==> src/rtl/scr1_tcm_sp_arb_if.sv <==
// Memory-access types and the imem/dmem/SRAM bundle for the single-port TCM arbiter.
// The slave modport is the arbiter's view; the master modport is the core and SRAM side.
package scr1_tcm_sp_arb_pkg;
    typedef enum logic {
        SCR1_MEM_CMD_RD = 1'b0,
        SCR1_MEM_CMD_WR = 1'b1
    } type_scr1_mem_cmd_e;

    typedef enum logic [1:0] {
        SCR1_MEM_WIDTH_BYTE  = 2'b00,
        SCR1_MEM_WIDTH_HWORD = 2'b01,
        SCR1_MEM_WIDTH_WORD  = 2'b10
    } type_scr1_mem_width_e;

    typedef enum logic [1:0] {
        SCR1_MEM_RESP_NOTRDY = 2'b00,
        SCR1_MEM_RESP_RDY_OK = 2'b01,
        SCR1_MEM_RESP_RDY_ER = 2'b10
    } type_scr1_mem_resp_e;
endpackage

interface scr1_tcm_sp_arb_if #(
    parameter int unsigned SCR1_TCM_SIZE = 32'h00010000
) ();
    localparam int unsigned AW = $clog2(SCR1_TCM_SIZE) - 2;

    logic                                      imem_req;
    logic                                      imem_req_ack;
    logic [31:0]                               imem_addr;
    logic [31:0]                               imem_rdata;
    scr1_tcm_sp_arb_pkg::type_scr1_mem_resp_e  imem_resp;

    logic                                      dmem_req;
    logic                                      dmem_req_ack;
    scr1_tcm_sp_arb_pkg::type_scr1_mem_cmd_e   dmem_cmd;
    scr1_tcm_sp_arb_pkg::type_scr1_mem_width_e dmem_width;
    logic [31:0]                               dmem_addr;
    logic [31:0]                               dmem_wdata;
    logic [31:0]                               dmem_rdata;
    scr1_tcm_sp_arb_pkg::type_scr1_mem_resp_e  dmem_resp;

    logic                                      mem_ren;
    logic                                      mem_wen;
    logic [3:0]                                mem_be;
    logic [AW-1:0]                             mem_addr;
    logic [31:0]                               mem_wdata;
    logic [31:0]                               mem_rdata;

    modport slave (
        input  imem_req, imem_addr,
        output imem_req_ack, imem_rdata, imem_resp,
        input  dmem_req, dmem_cmd, dmem_width, dmem_addr, dmem_wdata,
        output dmem_req_ack, dmem_rdata, dmem_resp,
        output mem_ren, mem_wen, mem_be, mem_addr, mem_wdata,
        input  mem_rdata
    );

    modport master (
        output imem_req, imem_addr,
        input  imem_req_ack, imem_rdata, imem_resp,
        output dmem_req, dmem_cmd, dmem_width, dmem_addr, dmem_wdata,
        input  dmem_req_ack, dmem_rdata, dmem_resp,
        input  mem_ren, mem_wen, mem_be, mem_addr, mem_wdata,
        output mem_rdata
    );
endinterface

==> src/rtl/scr1_tcm_sp_arb.sv <==
// Shares one single-port TCM SRAM between imem and dmem: dmem has priority,
// imem is forced through after STARVE_LIMIT consecutive losses; responses follow grants by one cycle.
//
// resp_src  | meaning
// SRC_NONE  | no access granted last cycle, both responses NOTRDY
// SRC_IMEM  | imem granted last cycle, imem gets RDY_OK/RDY_ER
// SRC_DMEM  | dmem granted last cycle, dmem gets RDY_OK/RDY_ER
module scr1_tcm_sp_arb
    import scr1_tcm_sp_arb_pkg::*;
#(
    parameter int unsigned SCR1_TCM_SIZE = 32'h00010000,
    parameter int unsigned STARVE_LIMIT  = 4
) (
    input  logic              clk,
    input  logic              rst_n,
    scr1_tcm_sp_arb_if.slave  bus
);
    localparam int unsigned BW = $clog2(SCR1_TCM_SIZE);
    localparam int unsigned AW = BW - 2;

    typedef enum logic [1:0] {
        SRC_NONE = 2'b00,
        SRC_IMEM = 2'b01,
        SRC_DMEM = 2'b10
    } resp_src_e;

    resp_src_e   r_resp_src, w_resp_src_nxt;
    logic        r_resp_err, w_resp_err_nxt;
    logic [1:0]  r_shift, w_shift_nxt;
    logic [3:0]  r_starve_cnt, w_starve_cnt_nxt;

    logic        w_imem_oor, w_dmem_oor, w_dmem_mis, w_dmem_err;
    logic        w_starved, w_gnt_imem, w_gnt_dmem, w_dmem_wr;
    logic        w_mem_wen;
    logic [3:0]  w_be;
    logic [31:0] w_wdata;
    logic        w_unused_addr_lsb;

    assign w_unused_addr_lsb = ^bus.imem_addr[1:0];

    assign w_imem_oor = |bus.imem_addr[31:BW];
    assign w_dmem_oor = |bus.dmem_addr[31:BW];

    always_comb begin
        w_dmem_mis = 1'b0;
        case (bus.dmem_width)
            SCR1_MEM_WIDTH_BYTE:  w_dmem_mis = 1'b0;
            SCR1_MEM_WIDTH_HWORD: w_dmem_mis = bus.dmem_addr[0];
            SCR1_MEM_WIDTH_WORD:  w_dmem_mis = |bus.dmem_addr[1:0];
            default:              w_dmem_mis = 1'b1;
        endcase
    end
    assign w_dmem_err = w_dmem_oor | w_dmem_mis;

    assign w_starved  = (r_starve_cnt == 4'(STARVE_LIMIT));
    assign w_gnt_imem = bus.imem_req & (~bus.dmem_req | w_starved);
    assign w_gnt_dmem = bus.dmem_req & ~w_gnt_imem;
    assign w_dmem_wr  = (bus.dmem_cmd == SCR1_MEM_CMD_WR);

    assign bus.imem_req_ack = w_gnt_imem;
    assign bus.dmem_req_ack = w_gnt_dmem;

    // Erroneous grants still win arbitration but never touch the SRAM.
    assign w_mem_wen    = w_gnt_dmem & w_dmem_wr & ~w_dmem_err;
    assign bus.mem_wen  = w_mem_wen;
    assign bus.mem_ren  = (w_gnt_imem & ~w_imem_oor) | (w_gnt_dmem & ~w_dmem_wr & ~w_dmem_err);
    assign bus.mem_addr = w_gnt_imem ? bus.imem_addr[BW-1:2] : bus.dmem_addr[BW-1:2];

    always_comb begin
        w_be    = 4'b1111;
        w_wdata = bus.dmem_wdata;
        case (bus.dmem_width)
            SCR1_MEM_WIDTH_BYTE: begin
                w_be    = 4'b0001 << bus.dmem_addr[1:0];
                w_wdata = {4{bus.dmem_wdata[7:0]}};
            end
            SCR1_MEM_WIDTH_HWORD: begin
                w_be    = 4'b0011 << {bus.dmem_addr[1], 1'b0};
                w_wdata = {2{bus.dmem_wdata[15:0]}};
            end
            default: begin
                w_be    = 4'b1111;
                w_wdata = bus.dmem_wdata;
            end
        endcase
    end
    assign bus.mem_be    = w_mem_wen ? w_be : 4'b0000;
    assign bus.mem_wdata = w_wdata;

    always_comb begin
        w_resp_src_nxt   = SRC_NONE;
        w_resp_err_nxt   = 1'b0;
        w_shift_nxt      = 2'b00;
        w_starve_cnt_nxt = r_starve_cnt;
        if (w_gnt_imem) begin
            w_resp_src_nxt = SRC_IMEM;
            w_resp_err_nxt = w_imem_oor;
        end else if (w_gnt_dmem) begin
            w_resp_src_nxt = SRC_DMEM;
            w_resp_err_nxt = w_dmem_err;
            w_shift_nxt    = bus.dmem_addr[1:0];
        end
        if (~bus.imem_req | w_gnt_imem) begin
            w_starve_cnt_nxt = 4'd0;
        end else if (w_gnt_dmem & ~w_starved) begin
            w_starve_cnt_nxt = r_starve_cnt + 4'd1;
        end
    end

    always_ff @(posedge clk or negedge rst_n) begin
        if (!rst_n) begin
            r_resp_src   <= SRC_NONE;
            r_resp_err   <= 1'b0;
            r_shift      <= 2'b00;
            r_starve_cnt <= 4'd0;
        end else begin
            r_resp_src   <= w_resp_src_nxt;
            r_resp_err   <= w_resp_err_nxt;
            r_shift      <= w_shift_nxt;
            r_starve_cnt <= w_starve_cnt_nxt;
        end
    end

    assign bus.imem_resp  = (r_resp_src != SRC_IMEM) ? SCR1_MEM_RESP_NOTRDY :
                            (r_resp_err ? SCR1_MEM_RESP_RDY_ER : SCR1_MEM_RESP_RDY_OK);
    assign bus.dmem_resp  = (r_resp_src != SRC_DMEM) ? SCR1_MEM_RESP_NOTRDY :
                            (r_resp_err ? SCR1_MEM_RESP_RDY_ER : SCR1_MEM_RESP_RDY_OK);
    assign bus.imem_rdata = bus.mem_rdata;
    assign bus.dmem_rdata = bus.mem_rdata >> {r_shift, 3'b000};
endmodule
==> src/flat_wrapper.sv <==
// flat-port wrapper written by rule: the top's interface ports become plain ports
module scr1_tcm_sp_arb_flat import scr1_tcm_sp_arb_pkg::*;
#(
    parameter int unsigned SCR1_TCM_SIZE = 32'h00010000,
    parameter int unsigned STARVE_LIMIT  = 4
)
  (clk, rst_n, bus_imem_req, bus_imem_addr, bus_imem_req_ack, bus_imem_rdata, bus_imem_resp, bus_dmem_req, bus_dmem_cmd, bus_dmem_width, bus_dmem_addr, bus_dmem_wdata, bus_dmem_req_ack, bus_dmem_rdata, bus_dmem_resp, bus_mem_ren, bus_mem_wen, bus_mem_be, bus_mem_addr, bus_mem_wdata, bus_mem_rdata);
  scr1_tcm_sp_arb_if #(.SCR1_TCM_SIZE(SCR1_TCM_SIZE)) bus_i ();
  input  logic clk;
  input  logic rst_n;
  input wire logic [$bits(bus_i.imem_req)-1:0] bus_imem_req;
  input wire logic [$bits(bus_i.imem_addr)-1:0] bus_imem_addr;
  output wire logic [$bits(bus_i.imem_req_ack)-1:0] bus_imem_req_ack;
  output wire logic [$bits(bus_i.imem_rdata)-1:0] bus_imem_rdata;
  output wire logic [$bits(bus_i.imem_resp)-1:0] bus_imem_resp;
  input wire logic [$bits(bus_i.dmem_req)-1:0] bus_dmem_req;
  input wire logic [$bits(bus_i.dmem_cmd)-1:0] bus_dmem_cmd;
  input wire logic [$bits(bus_i.dmem_width)-1:0] bus_dmem_width;
  input wire logic [$bits(bus_i.dmem_addr)-1:0] bus_dmem_addr;
  input wire logic [$bits(bus_i.dmem_wdata)-1:0] bus_dmem_wdata;
  output wire logic [$bits(bus_i.dmem_req_ack)-1:0] bus_dmem_req_ack;
  output wire logic [$bits(bus_i.dmem_rdata)-1:0] bus_dmem_rdata;
  output wire logic [$bits(bus_i.dmem_resp)-1:0] bus_dmem_resp;
  output wire logic [$bits(bus_i.mem_ren)-1:0] bus_mem_ren;
  output wire logic [$bits(bus_i.mem_wen)-1:0] bus_mem_wen;
  output wire logic [$bits(bus_i.mem_be)-1:0] bus_mem_be;
  output wire logic [$bits(bus_i.mem_addr)-1:0] bus_mem_addr;
  output wire logic [$bits(bus_i.mem_wdata)-1:0] bus_mem_wdata;
  input wire logic [$bits(bus_i.mem_rdata)-1:0] bus_mem_rdata;
  assign bus_i.imem_req = bus_imem_req;
  assign bus_i.imem_addr = bus_imem_addr;
  assign bus_imem_req_ack = bus_i.imem_req_ack;
  assign bus_imem_rdata = bus_i.imem_rdata;
  assign bus_imem_resp = bus_i.imem_resp;
  assign bus_i.dmem_req = bus_dmem_req;
  assign bus_i.dmem_cmd = bus_dmem_cmd;
  assign bus_i.dmem_width = bus_dmem_width;
  assign bus_i.dmem_addr = bus_dmem_addr;
  assign bus_i.dmem_wdata = bus_dmem_wdata;
  assign bus_dmem_req_ack = bus_i.dmem_req_ack;
  assign bus_dmem_rdata = bus_i.dmem_rdata;
  assign bus_dmem_resp = bus_i.dmem_resp;
  assign bus_mem_ren = bus_i.mem_ren;
  assign bus_mem_wen = bus_i.mem_wen;
  assign bus_mem_be = bus_i.mem_be;
  assign bus_mem_addr = bus_i.mem_addr;
  assign bus_mem_wdata = bus_i.mem_wdata;
  assign bus_i.mem_rdata = bus_mem_rdata;
  scr1_tcm_sp_arb #(.SCR1_TCM_SIZE(SCR1_TCM_SIZE), .STARVE_LIMIT(STARVE_LIMIT)) u_core (.clk(clk), .rst_n(rst_n), .bus(bus_i));
endmodule
==> config.mk <==
export PLATFORM = sky130hd
export DESIGN_NAME = scr1_tcm_sp_arb_flat
export DESIGN_NICKNAME = d
export VERILOG_FILES = /design/src/rtl/scr1_tcm_sp_arb_if.sv /design/src/rtl/scr1_tcm_sp_arb.sv /design/src/flat_wrapper.sv
export SDC_FILE = /design/constraint.sdc
export NUM_CORES = 1
export LEC_CHECK = 0
export CAP_MARGIN = 20
export CORE_AREA = 4 4 98 100
export CTS_CLUSTER_SIZE = 16
export DETAILED_ROUTE_END_ITERATION = 8
export DIE_AREA = 0 0 102 104
export MAX_ROUTING_LAYER = met4
export PLACE_DENSITY = 0.73
export SYNTH_ARGS = -nofsm -noshare
export SYNTH_HDL_FRONTEND = slang
export SYNTH_SLANG_ARGS = --single-unit
==> constraint.sdc <==
create_clock -name clk -period 2.12 [get_ports clk]
set_input_delay 0.318 -clock clk [delete_from_list [all_inputs] [get_ports clk]]
set_output_delay 0.318 -clock clk [all_outputs]
set_load 0.02 [all_outputs]
---- Yosys cells after proc, flatten, opt, wreduce, memory -nomap -nowiden ----
Cells that the tools add are included.
operators by class
  reduce and logical (&&, ||, !) cells .... 5
  equality and inequality tests ........... 5
  add/subtract/negate cells ............... 1
  mux-type cells .......................... 16
  shift operators ......................... 3
  bitwise gates (word level) .............. 19
operators by type and width
  cell                                                                     count
  32-bit one-hot mux with 2 select lines                                   1
  16-bit OR reduction                                                      2
  32-bit by 5-bit right shift with 32-bit output                           1
  14-bit 2-to-1 mux                                                        1
  2-bit 2-to-1 mux                                                         7
  4-bit 2-to-1 mux                                                         3
  1-bit AND                                                                8
  4-bit one-hot mux with 2 select lines                                    1
  1-bit NOT                                                                7
  4-bit by 1-bit adder with 4-bit output, second input constant            1
  4-bit by 3-bit equality test with 1-bit output, second input constant    1
  1-bit bitwise OR                                                         4
  1-bit by 2-bit << shifter with 4-bit output, first input constant        1
  2-bit by 2-bit << shifter with 4-bit output, first input constant        1
  1-bit one-hot mux with 3 select lines                                    1
  2-bit by 1-bit equality test with 1-bit output, second input constant    1
  2-bit equality test, second input constant                               1
  2-bit zero test                                                          1
  1-bit 2-to-1 mux                                                         2
  2-bit by 1-bit inequality test with 1-bit output, second input constant  1
  2-bit inequality test, second input constant                             1
  2-bit nonzero test                                                       1
  2-bit OR reduction                                                       1
word-level totals
  output and inout bits ................... 122
  bits in registers ....................... 9
  input bits .............................. 135

---- Logic depth before layout (Yosys ltp) ----
Gate-level depths: netlist of run 1.
  depth in word-level cells ............... 8
  mapped depth ............................ 7
  mapped depth without buffers ............ 7

---- Worst setup path after synthesis of run 1 ----
No wires, ideal clock.
  kind .................................... register -> output
  from .................................... register u_core.r_starve_cnt[0]
  to ...................................... output port bus_mem_ren
  stages on the path, launching flop included .. 8
  arrival ................................. 1.787 ns
  slack ................................... 0.015 ns
  buffers on the path ..................... 1
  required time ........................... 1.802 ns
  cells stage by stage .................... dfrtp_1 > inv_1 > ha_1 > nand3b_1 > a21oi_2 > buf_6 > inv_1 > o21ai_0
between the ends
  word-level cells in the longest chain between the ends .. 8
  elaborated cells on any way between the ends .. 9
ends and longest elaborated chain
  item                                                line                    RTL
  start, declared                                     scr1_tcm_sp_arb.sv:30   logic [3:0] r_starve_cnt, w_starve_cnt_nxt;
  start signal, assigned                              scr1_tcm_sp_arb.sv:120  r_starve_cnt <= w_starve_cnt_nxt;
  4-bit by 3-bit equality test with 1-bit output (*)  scr1_tcm_sp_arb.sv:55   assign w_starved = (r_starve_cnt == 4'(STARVE_LIMIT));
  1-bit bitwise OR (*)                                scr1_tcm_sp_arb.sv:56   assign w_gnt_imem = bus.imem_req & (~bus.dmem_req | w_starved);
  1-bit AND (*)                                       scr1_tcm_sp_arb.sv:56
  named net bus_imem_req_ack                          flat_wrapper.sv:13      output wire logic [$bits(bus_i.imem_req_ack)-1:0] bus_imem_req_ack;
  1-bit NOT                                           scr1_tcm_sp_arb.sv:57   assign w_gnt_dmem = bus.dmem_req & ~w_gnt_imem;
  1-bit AND                                           scr1_tcm_sp_arb.sv:57
  1-bit AND (2 in series)                             scr1_tcm_sp_arb.sv:66   assign bus.mem_ren = (w_gnt_imem & ~w_imem_oor) | (w_gnt_dmem & ~w_dmem_wr & ~w_dmem_err);
  1-bit bitwise OR (*)                                scr1_tcm_sp_arb.sv:66
  end, declared                                       flat_wrapper.sv:24      output wire logic [$bits(bus_i.mem_ren)-1:0] bus_mem_ren;
The timed path passes the listed nets; every way through them passes the cells marked *.

---- Worst setup path after layout of run 1 ----
  from .................................... register u_core.r_starve_cnt[1]
  to ...................................... output port bus_mem_addr[10]
between the ends
  word-level cells in the longest chain between the ends .. 4
ends and longest elaborated chain
  item                                            line                   RTL
  4-bit by 3-bit equality test with 1-bit output  scr1_tcm_sp_arb.sv:55
  1-bit bitwise OR                                scr1_tcm_sp_arb.sv:56
  1-bit AND                                       scr1_tcm_sp_arb.sv:56
  14-bit 2-to-1 mux                               scr1_tcm_sp_arb.sv:67  assign bus.mem_addr = w_gnt_imem ? bus.imem_addr[BW-1:2] : bus.dmem_addr[BW-1:2];
  end, declared                                   flat_wrapper.sv:27     output wire logic [$bits(bus_i.mem_addr)-1:0] bus_mem_addr;
Every way passes these cells.

==> results of run 1 <==
## metal layers
layer	vias up	GRT usage [%]	part of all wire, %
li1	1317	-	-
met2	168	31.0	52
met3	10	3.02	10
met5	-	-	0
met1	1221	18.1	36
met4	0	3.56	1.0
## area by class of cell
| class | count | area (µm²) | share of cell area, % |
|---|---|---|---|
| Inverter | 7 | 26.3 | 0.554 |
| Tap cell | 108 | 135 | 2.85 |
| Clock buffer | 4 | 45.0 | 0.950 |
| Sequential cell | 9 | 226 | 4.78 |
| Timing Repair Buffer | 296 | 2940 | 61.9 |
| Multi-Input combinational cell | 176 | 1370 | 28.9 |
## cell families after synthesis
group                    Yosys count
adder cells (fa/ha/maj)            2
AND/OR/NAND/NOR                   76
XOR/XNOR                           2
flip-flops                         9
buffers and inverters             60
multiplexers                      54
AO/OA/AOI/OAI                     42
## metrics by stage
step                      setup TNS [ps]  instances  instance area [µm²]  setup slack, ps  hold WS, ps
final                              -2250        600                 4740             -171          380
after global routing               -4480        600                 4740             -272          413
after CTS                          -1030        590                 4480             -142          389
after detailed placement          -14910        582                 4490             -884          531
after global placement            -14580        582                 4490             -856          516
after floorplan                        0        245                 1910             15.4         22.4
## synth_stat cells (all sizes together) (2+ instances only)
| cell type | instances | area share (%) |
|---|---|---|
| nand4 | 2 | 0.65 |
| nand2 | 18 | 3.5 |
| nor3b | 2 | 0.79 |
| mux2 | 30 | 18 |
| nor2b | 11 | 3.6 |
| mux2i | 24 | 13 |
| o21ai | 19 | 5.0 |
| ha | 2 | 1.3 |
| nor2 | 18 | 3.7 |
| nor4 | 8 | 3.9 |
| buf | 46 | 18 |
| and3b | 2 | 0.92 |
| o21a | 2 | 0.79 |
| a211oi | 8 | 3.1 |
| dfrtp | 9 | 12 |
| inv | 7 | 1.4 |
| clkbuf | 7 | 1.4 |
| nand3 | 2 | 0.52 |
| and2 | 9 | 2.9 |
| a21oi | 13 | 3.6 |
## cells in the final DEF, fill, tap and decap left out, types with 9 or more instances in the layout
| cell type | n |
|---|---|
| a21oi_1 | 12 |
| and2_1 | 9 |
| buf_2 | 11 |
| buf_4 | 31 |
| buf_6 | 23 |
| clkdlybuf4s50_1 | 166 |
| dlygate4sd2_1 | 29 |
| dlymetal6s2s_1 | 18 |
| mux2_2 | 23 |
| mux2i_1 | 24 |
| nand2_1 | 18 |
| nor2_1 | 17 |
| nor2b_1 | 9 |
| o21ai_0 | 17 |
## worst paths after layout
kind                       slack, ps  depth (start not counted)                                from                                 end
min                              380                          1                               rst_n      u_core.r_resp_src[0]$_DFF_PN0_
max                             -170                          9  u_core.r_starve_cnt[1]$_DFFE_PN0P_                    bus_mem_addr[10]
min in group clk                 530                          2  u_core.r_starve_cnt[0]$_DFFE_PN0P_  u_core.r_starve_cnt[0]$_DFFE_PN0P_
max in group asynchronous       1440                          1                               rst_n         u_core.r_shift[1]$_DFF_PN0_
min reg2reg                      530                          2  u_core.r_starve_cnt[0]$_DFFE_PN0P_  u_core.r_starve_cnt[0]$_DFFE_PN0P_
max reg2reg                      520                          8  u_core.r_starve_cnt[1]$_DFFE_PN0P_         u_core.r_shift[0]$_DFF_PN0_
## timing repair
| action | CTS | global route |
|---|---|---|
| pin swaps | 9 | 2 |
| buffers inserted | 3 | 9 |
| cloned | 1 | 1 |
| setup endpoints to repair | 62 | 45 |
| resized for setup | 196 | 59 |
## worst register-to-register path, delay by kind of cell (launching register included)
kind | cells | cell delay (ps)
buffers and inverters | 4 | 400
AO/OA/AOI/OAI | 1 | 260
AND/OR/NAND/NOR | 2 | 290
flip-flops | 1 | 370
adder cells (fa/ha/maj) | 1 | 160
## registers in the layout, indices dropped and copies added, names as in the netlist
register,cells
u_core.r_resp_err,1
u_core.r_shift,2
u_core.r_starve_cnt,4
u_core.r_resp_src,2
## power by group through the flow
| stage | combinational (µW) | clock, µW | sequential [µW] |
|---|---|---|---|
| 6_report | 1070 | 192 | 187 |
| 4_1_cts | 1030 | 200 | 187 |
| 3_5_place_dp | 1080 | 0 | 189 |
| 2_1_floorplan | 467 | 0 | 187 |
| 5_1_grt | 1130 | 211 | 189 |
| 3_3_place_gp | 1070 | 0 | 188 |
==> key figures, run 1 <==
Outcome
  – Run status: finished, violations left
  – Failing checks: setup timing

Pwr
  – Pint: between 800 and 900 µW
  – PnR Total Power: 1450 µW
  – Sw Ratio: between 30 and 40%
  – P_leak: 0.00218 µW
  – Worst vdd ir: 0.139 mV
  – PD cells: a little over 300 nW/µm²
  – Seq pwr share: 12.9%
  – Switching pwr: 548 µW
  – Clk pwr share: 13.3%
  – Comb pwr share: 73.8%

Die
  – Die area: 10600 µm²
  – Core Area: slightly below 9000 µm²
  – Chip width: 102 µm
  – DIE HEIGHT: ~100 µm
  – Number of cell rows: 34
  – Initial Util: around 22%
  – Number of I/O pins: 257

Yosys
  – Ys flop type: dfrtp_1
  – Post-synthesis compound-gate area fraction: 12.5%
  – Post-synth cell types: 34
  – EDFF count, synth: 0
  – Synth Warn #: 0
  – Largest family of logic cells by synthesized area: multiplexers
  – Adder and majority gate portion of the synthesized area: roughly 1.3%
  – Post-Synth Simple-Gate Area: between 20 and 25%
  – Post-synthesis sequential area ratio: between 10% and 20%
  – Mapped Cells: approximately 250
  – Mapped Nets: approximately 380
  – Xor and xnor area share after synthesis: 0.917%
  – Seq cells post-synth: 9
  – Area of the mapped netlist: 1910 µm²
  – Mux cell area share after synthesis: 30.3%
  – Post-synth ARST share: 100%
  – Syn Area/Cell: 7.80 µm²

Detailed routing
  – Post-Route WL: 9.88 mm
  – Residual DRC: 0
  – Antenna Violating Nets Remaining: 0
  – Via density: 4.53
  – First-pass detailed-route iteration total: 4
  – Via count: 2716
  – Wirelength per Cell: 16.5 µm
  – Initial detailed-routing violation count: 31

Final layout
  – Layout cells sized above 1: between 20% and 30%
  – Final Util: between 50% and 60%
  – Final Net Count: 630
  – Filler cell count: 811
  – P&R area growth vs syn: 148%
  – # diodes: 0

Worst setup path
  – Crit Path Class: flip-flop to primary output
  – Worst setup EP type: primary output
  – Worst Setup Start Kind: flip-flop
  – Crit-path slowest cell: dfrtp_1
  – Critical Path Max Stage Delay: about 370 ps
  – CP Max Fanout: 4
  – Crit path DAT: a little under 2000 ps
  – Crit-path cells: inv_1 -> ha_2 -> nand3b_1 -> a21oi_2 -> buf_12 -> buf_12 -> buf_6 -> mux2_4 -> buf_6
  – Crit path buf inv count: 5
  – CP delay by family, top: buffers and inverters
  – CP Data Required Time: 1800 ps

Timing
  – Final Cycle Share: 108%
  – Achievable frequency: 0.436 GHz
  – Worst-Margin Slew: between 300 and 400 ps
  – Final worst-path setup slack: -171 ps
  – Final slew viol count: 0
  – Rel. slew slack: 73.9%
  – Final worst path period need: 2290 ps
  – Final setup vio count: 18
  – RSZ-0062 raised after global routing: yes
  – Worst Clk Skew: 1.71 ps
  – Final Hold Fails: 0

Run
  – Max_cap viols: 0

CTS
  – Worst skew pair latency: ~230 ps
  – H-tree depth: 1
  – Clock Path Buffers: 2
  – Clock-pin slew on the worst setup and hold paths: approximately 40 ps
  – CTS Sinks: 9
  – Hold Buf Count CTS: 0
  – CTS tree: done
  – TritonCTS Buffers: 3
  – Root Driver: clkbuf_8

Hold path
  – Worst min path class: primary input to async pin

Global route
  – First-pass GRT wire length: between 10 and 15 mm
  – Initial antenna violation count: 0
  – Vias in the first global route: 2750
  – Tot GR Track Use: 16.7%
  – Total global routing overflow: 0
  – Pin count of the biggest net entering global routing: 29

Place
  – Port Buffers: 254
  – Routability Congestion: just over 0.8
  – Placed wire-length estimate: about 8.2 mm
(Power assumes the default switching activity.)
==> inputs of run 2 (changes only) <==
Settings changed: CORE_AREA 4 4 98 100 to 4 4 97 99, CTS_CLUSTER_SIZE 16 to 25, DIE_AREA 0 0 102 104 to 0 0 101 103, PLACE_DENSITY 0.73 to 0.74.
Clock period 2.12 ns to 2.7 ns, I/O delays scaled along.
==> run 2 against run 1 <==
The flow now finishes without violations. Critical endpoint is now bus_mem_wdata[15]. Wire length is 9.0% lower. Combinational power is 23% lower. Highest routed layer unchanged. Sequential share of layout area grew 0.23 points. Worst setup slack gained 230 ps. Non-clock buffer count decreased by 21. Via count down 3.6%. Clock skew down 0.99 ps.
==> key figures, run 2 (synthesis gave the netlist of run 1 again) <==
Outcome
  – Run status: completed (was finished, violations left)

Die
  – Die area: 10400 µm² (was 10600 µm²)
  – DIE HEIGHT: 103 µm (was 104 µm)
  – Number of cell rows: 34 (unchanged)
  – Number of I/O pins: 257 (unchanged)
  – Chip width: 101 µm (was 102 µm)
  – Initial Util: 22.3% (was 22.0%)
  – Core Area: 8550 µm² (was 8680 µm²)

Timing
  – Final Cycle Share: between 90% and 100%
  – Final setup vio count: 0 (was 18)
  – Achievable frequency: 0.379 GHz
  – Fin Setup TNS: 0 ps (was -2250 ps)
  – Worst Clk Skew: 0.723 ps (was 1.71 ps)
  – Final slew viol count: 0 (unchanged)
  – RSZ-0062 raised after global routing: yes (unchanged)
  – Final Hold Fails: 0 (unchanged)
  – Worst-Margin Slew: 416 ps (was 390 ps)
  – Rel. slew slack: 72.2% (was 73.9%)
  – Final worst path period need: 2640 ps

Detailed routing
  – Post-Route WL: 8.99 mm (was 9.88 mm)
  – Antenna Violating Nets Remaining: 0 (unchanged)
  – Residual DRC: 0 (unchanged)
  – Via density: 4.52 (was 4.53)
  – First-pass detailed-route iteration total: 4 (unchanged)
  – Wirelength per Cell: 15.5 µm (was 16.5 µm)
  – Initial detailed-routing violation count: 32 (was 31)
  – Via count: 2617 (was 2716)

Final layout
  – # diodes: 0 (unchanged)
  – Commonest non-fill, non-tap cells in the layout: 228 x clkdlybuf4s50_1, 29 x mux2_2, 24 x mux2i_1 (was 166 x clkdlybuf4s50_1, 31 x buf_4, 29 x dlygate4sd2_1)
  – Filler cell count: 793 (was 811)
  – Layout cells sized above 1: 14.0% (was 24.6%)
  – Largest Register: u_core.r_starve_cnt (unchanged)
  – P&R area growth vs syn: 135% (was 148%)
  – Biggest regs: u_core.r_starve_cnt x4, u_core.r_resp_src x2, u_core.r_shift x2 (unchanged)
  – Post-Layout Cell Count: 579 (was 600)
  – Commonest non-fill, non-tap cell in the layout: clkdlybuf4s50_1 (unchanged)
  – Final Net Count: 609 (was 630)
  – Largest register FFs: 4 (unchanged)

CTS
  – Clock Path Buffers: 2 (unchanged)
  – CTS Sinks: 9 (unchanged)
  – TritonCTS Buffers: 3 (unchanged)
  – Hold Buf Count CTS: 0 (unchanged)
  – CTS tree: done (unchanged)
  – Worst skew pair latency: 220 ps (was 230 ps)
  – H-tree depth: 1 (unchanged)
  – Clock-pin slew on the worst setup and hold paths: 40 ps (about the same)
  – Root Driver: clkbuf_8 (unchanged)

Worst setup path
  – Worst Setup Start Kind: primary input (was flip-flop)
  – Crit path DAT: 2230 ps (was 1970 ps)
  – Crit Path Class: primary input to primary output (was flip-flop to primary output)
  – Reg2Reg Setup Slack: 1020 ps (was 520 ps)
  – CP Max Fanout: 9 (was 4)
  – CP Data Required Time: 2300 ps (was 1800 ps)
  – Worst setup EP type: primary output (unchanged)

Global route
  – Total global routing overflow: 0 (unchanged)
  – Pin count of the biggest net entering global routing: 35 (was 29)
  – Initial antenna violation count: 0 (unchanged)
  – First-pass GRT wire length: 12.9 mm (was 13.9 mm)
  – Tot GR Track Use: 15.9% (was 16.7%)
  – Vias in the first global route: 2666 (was 2750)

Pwr
  – PD cells: 250 nW/µm² (was 305 nW/µm²)
  – P_leak: 0.00190 µW (was 0.00218 µW)
  – Worst vdd ir: 0.103 mV (was 0.139 mV)
  – PnR Total Power: 1120 µW (was 1450 µW)

Place
  – Number of placed instances, taps included: 574 (was 582)
  – Placed wire-length estimate: 7.92 mm (was 8.17 mm)
  – Port Buffers: 254 (unchanged)
  – Routability Congestion: 0.826 (was 0.815)

Run
  – Max_cap viols: 0 (unchanged)

Hold path
  – Worst min path class: primary input to async pin (unchanged)
run 2: final timing paths:
| kind | depth (start not counted) | to | start |
|---|---|---|---|
| worst min-delay path | 1 | u_core.r_resp_src[1]$_DFF_PN0_ | rst_n |
| worst min register to register | 1 | u_core.r_starve_cnt[0]$_DFFE_PN0P_ | u_core.r_starve_cnt[0]$_DFFE_PN0P_ |
| worst max register to register | 8 | u_core.r_resp_err$_DFF_PN0_ | u_core.r_starve_cnt[0]$_DFFE_PN0P_ |
| min in group clk | 1 | u_core.r_starve_cnt[0]$_DFFE_PN0P_ | u_core.r_starve_cnt[0]$_DFFE_PN0P_ |
| max in group asynchronous | 1 | u_core.r_resp_err$_DFF_PN0_ | rst_n |
| worst max-delay path | 6 | bus_mem_wdata[15] | bus_dmem_width[0] |
run 2: per-stage QoR:
step                      area, µm²  hold WS [ps]  util, %  setup WS, ps
final                          4490           484     52.6          62.6
after global routing           4490           520     52.6         -39.4
after CTS                      4450           487     52.1          2.39
after floorplan                1910           109        -           508
after detailed placement       4410           487     51.6          -435
after global placement         4410           472     51.6          -456
run 2: power by group:
part	total [µW]	switching, µW	internal [µW]
sequential	148	6.77	141
clock	148	46.2	102
combinational	825	359	467
total	1120	412	710
run 2: worst max-delay path: stages:
cell	delay (ps)
clkdlybuf4s50_1	480
buf_4	220
nor2_2	110
buf_4	120
mux2_2	320
clkdlybuf4s50_1	570
run 2: cell type report:
type / instances / area, µm² / share of cell area, %
clock buffers: 4 / 45.0 / 1.00
inverters: 7 / 26.3 / 0.585
multi-input cells: 176 / 1310 / 29.1
flip-flops and latches: 9 / 225 / 5.01
well taps: 108 / 135 / 3.01
repair buffers: 275 / 2760 / 61.3
run 2: per-layer routing:
metal,track usage (%),part of all wire [%]
met3,2.77,11
met4,4.40,1.5
met2,29.9,51
met5,-,0
met1,17.1,36
run 2: timing repair:
action,4_1_cts,5_1_grt
setup buffers,0,1
gates resized for setup,19,23
pin swaps,2,0
endpoints found under the setup margin,8,25
==> inputs of run 3 (changes only) <==
Settings changed: GPL_TIMING_DRIVEN set to 0.
==> run 3 against run 2 <==
Design area rose by 4.6%. Wire length rose by 9.6%. Critical path type unchanged. Total power increased by 3.2%. Via count up 5.9%. Fmax hardly changed. Core utilization grew 2.4 points. Non-clock buffer count increased by 37. Global-route usage is 2.0 points higher. Combinational power up 4.2%. Clock power hardly changed. Register-to-register slack got worse by 40 ps.
==> key figures, run 3 (synthesis gave the netlist of run 1 again) <==
Detailed routing
  – Routed met2 length: 5.13 mm (was 4.58 mm)
  – Antenna Violating Nets Remaining: 0 (unchanged)
  – Initial detailed-routing violation count: 43 (was 32)
  – Residual DRC: 0 (unchanged)
  – Met1 wire length: 3.55 mm (was 3.28 mm)
  – Via density: 4.50 (was 4.52)
  – Post-Route WL: 9.85 mm (was 8.99 mm)
  – Via count: 2772 (was 2617)
  – Met3 routed WL: 1.06 mm (was 995 µm)
  – First-pass detailed-route iteration total: 4 (unchanged)
  – Wirelength per Cell: 16.0 µm (was 15.5 µm)
  – Highest metal used: met4 (unchanged)

CTS
  – Clock Path Buffers: 2 (unchanged)
  – Worst skew pair latency: 230 ps (was 220 ps)
  – H-tree depth: 1 (unchanged)
  – Hold Buf Count CTS: 0 (unchanged)
  – Clock-pin slew on the worst setup and hold paths: 50 ps (was 40 ps)
  – CTS Sinks: 9 (unchanged)
  – CTS tree: done (unchanged)
  – Root Driver: clkbuf_8 (unchanged)
  – TritonCTS Buffers: 3 (unchanged)

Final layout
  – Commonest non-fill, non-tap cells in the layout: 227 x clkdlybuf4s50_1, 47 x buf_4, 29 x mux2_2 (was 228 x clkdlybuf4s50_1, 29 x mux2_2, 24 x mux2i_1)
  – Largest Register: u_core.r_starve_cnt (unchanged)
  – Final Net Count: 646 (was 609)
  – # diodes: 0 (unchanged)
  – Filler cell count: 777 (was 793)
  – Largest register FFs: 4 (unchanged)
  – Layout cells sized above 1: 20.3% (was 14.0%)
  – Commonest non-fill, non-tap cell in the layout: clkdlybuf4s50_1 (unchanged)
  – Post-Layout Cell Count: 616 (was 579)
  – Biggest regs: u_core.r_starve_cnt x4, u_core.r_resp_src x2, u_core.r_shift x2 (unchanged)
  – Post-route design area: 4700 µm² (was 4490 µm²)
  – P&R area growth vs syn: 146% (was 135%)

Timing
  – Worst-Margin Slew: 527 ps (was 416 ps)
  – Fin Setup TNS: 0 ps (unchanged)
  – Final slew viol count: 0 (unchanged)
  – Rel. slew slack: 64.9% (was 72.2%)
  – Achievable frequency: 0.379 GHz (about the same)
  – Worst Clk Skew: 3.58 ps (was 0.723 ps)
  – RSZ-0062 raised after global routing: yes (unchanged)
  – Final worst path period need: 2640 ps (about the same)
  – Final Cycle Share: 97.8% (was 97.7%)
  – Final Hold Fails: 0 (unchanged)
  – Final setup vio count: 0 (unchanged)

Run
  – Max_cap viols: 0 (unchanged)

Global route
  – Vias in the first global route: 2967 (was 2666)
  – First-pass GRT wire length: 14.5 mm (was 12.9 mm)
  – Total global routing overflow: 0 (unchanged)
  – Initial antenna violation count: 0 (unchanged)
  – Pin count of the biggest net entering global routing: 12 (was 35)
  – Tot GR Track Use: 17.9% (was 15.9%)

Worst setup path
  – Reg-to-Reg Start: u_core.r_starve_cnt[0]$_DFFE_PN0P_ (unchanged)
  – Reg2Reg Depth: 7 (was 8)
  – FF-to-FF End: u_core.r_resp_err$_DFF_PN0_ (unchanged)
  – Worst Setup Start Kind: primary input (unchanged)
  – Reg2Reg Setup Slack: 980 ps (was 1020 ps)
  – CP Max Fanout: 10 (was 9)
  – Worst setup EP type: primary output (unchanged)
  – Crit Path Class: primary input to primary output (unchanged)
  – CP Data Required Time: 2300 ps (about the same)
  – Crit path DAT: 2230 ps (about the same)

Pwr
  – PD cells: 246 nW/µm² (was 250 nW/µm²)
  – P_leak: 0.00200 µW (was 0.00190 µW)
  – Worst vdd ir: 0.156 mV (was 0.103 mV)

Place
  – Dpl cell area: 4590 µm² (was 4410 µm²)
  – Routability Congestion: 0.867 (was 0.826)
  – Port Buffers: 254 (unchanged)
  – Number of placed instances, taps included: 607 (was 574)
  – Placed wire-length estimate: 8.74 mm (was 7.92 mm)

Die
  – Number of cell rows: 34 (unchanged)
  – Number of I/O pins: 257 (unchanged)
  – Die area: 10400 µm² (unchanged)
  – DIE HEIGHT: 103 µm (unchanged)
  – Core Area: 8550 µm² (unchanged)
  – Chip width: 101 µm (unchanged)
  – Initial Util: 22.3% (unchanged)

Outcome
  – Run status: completed (unchanged)

Hold path
  – Worst min path class: primary input to async pin (unchanged)
-- run 3: cell types whose count changed in the layout (fill, tap and decap cells not counted), moves of 2 or more --
cell,delta
buf_12,-2
buf_2,+2
buf_4,+29
clkbuf_2,+3
clkbuf_4,+2
dlygate4sd2_1,+12
dlymetal6s2s_1,-10
-- run 3: repair_timing --
item	CTS	global route
gates cloned	0	0
hold endpoints to repair	0	0
setup endpoints to repair	49	25
buffers inserted	4	1
pin swaps	5	3
gates resized for setup	33	26
-- run 3: metal layers --
metal	GRT usage, %	vias up
li1	-	1352
met1	19.0	1252
met2	34.2	160
met3	3.52	8
met4	3.78	0
met5	-	-
-- run 3: metrics by stage --
step                      worst slack, ps  hold slack (ps)  total power (µW)  utilization [%]
after floorplan                       508              109               513                -
after global placement               -496              472              1010             53.7
after detailed placement             -524              489              1020             53.7
after CTS                            -102              475              1170             54.8
after global routing                -69.9              491              1230             55.0
final                                60.7              464              1160             55.0
-- run 3: layout make-up --
class | count | area, µm² | area share [%]
clock buffers | 3 | 41.3 | 0.879
clock inverters | 1 | 5.00 | 0.106
well taps | 108 | 135 | 2.88
flip-flops and latches | 9 | 225 | 4.79
plain buffers | 53 | 379 | 8.07
multi-input cells | 176 | 1320 | 28.0
repair buffers | 259 | 2570 | 54.7
inverters | 7 | 26.3 | 0.559
-- run 3: worst max path at each step --
| stage | startpoint | slack [ps] | cells past startpoint | endpoint |
|---|---|---|---|---|
| final | bus_dmem_width[0] | 60 | 6 | bus_mem_wdata[9] |
| after global routing | bus_dmem_addr[17] | -70 | 8 | bus_mem_be[3] |
| after CTS | bus_dmem_addr[18] | -100 | 7 | bus_mem_ren |
| after detailed placement | bus_dmem_addr[17] | -520 | 6 | bus_mem_ren |
| after global placement | bus_dmem_addr[17] | -500 | 6 | bus_mem_ren |
| after floorplan | u_core.r_starve_cnt[0]$_DFFE_PN0P_ | 510 | 7 | bus_mem_ren |
-- run 3: critical path, stage by stage --
cell and delay, ps:
clkdlybuf4s50_1 450, buf_4 220, nor2_4 130, buf_12 140, mux2_2 330, clkdlybuf4s50_1 560
-- run 3: power breakdown --
part / switching (µW) / internal [µW] / total (µW)
clock network: 50.8 / 100 / 151
registers: 5.44 / 141 / 146
logic: 374 / 485 / 860
total: 430 / 727 / 1160
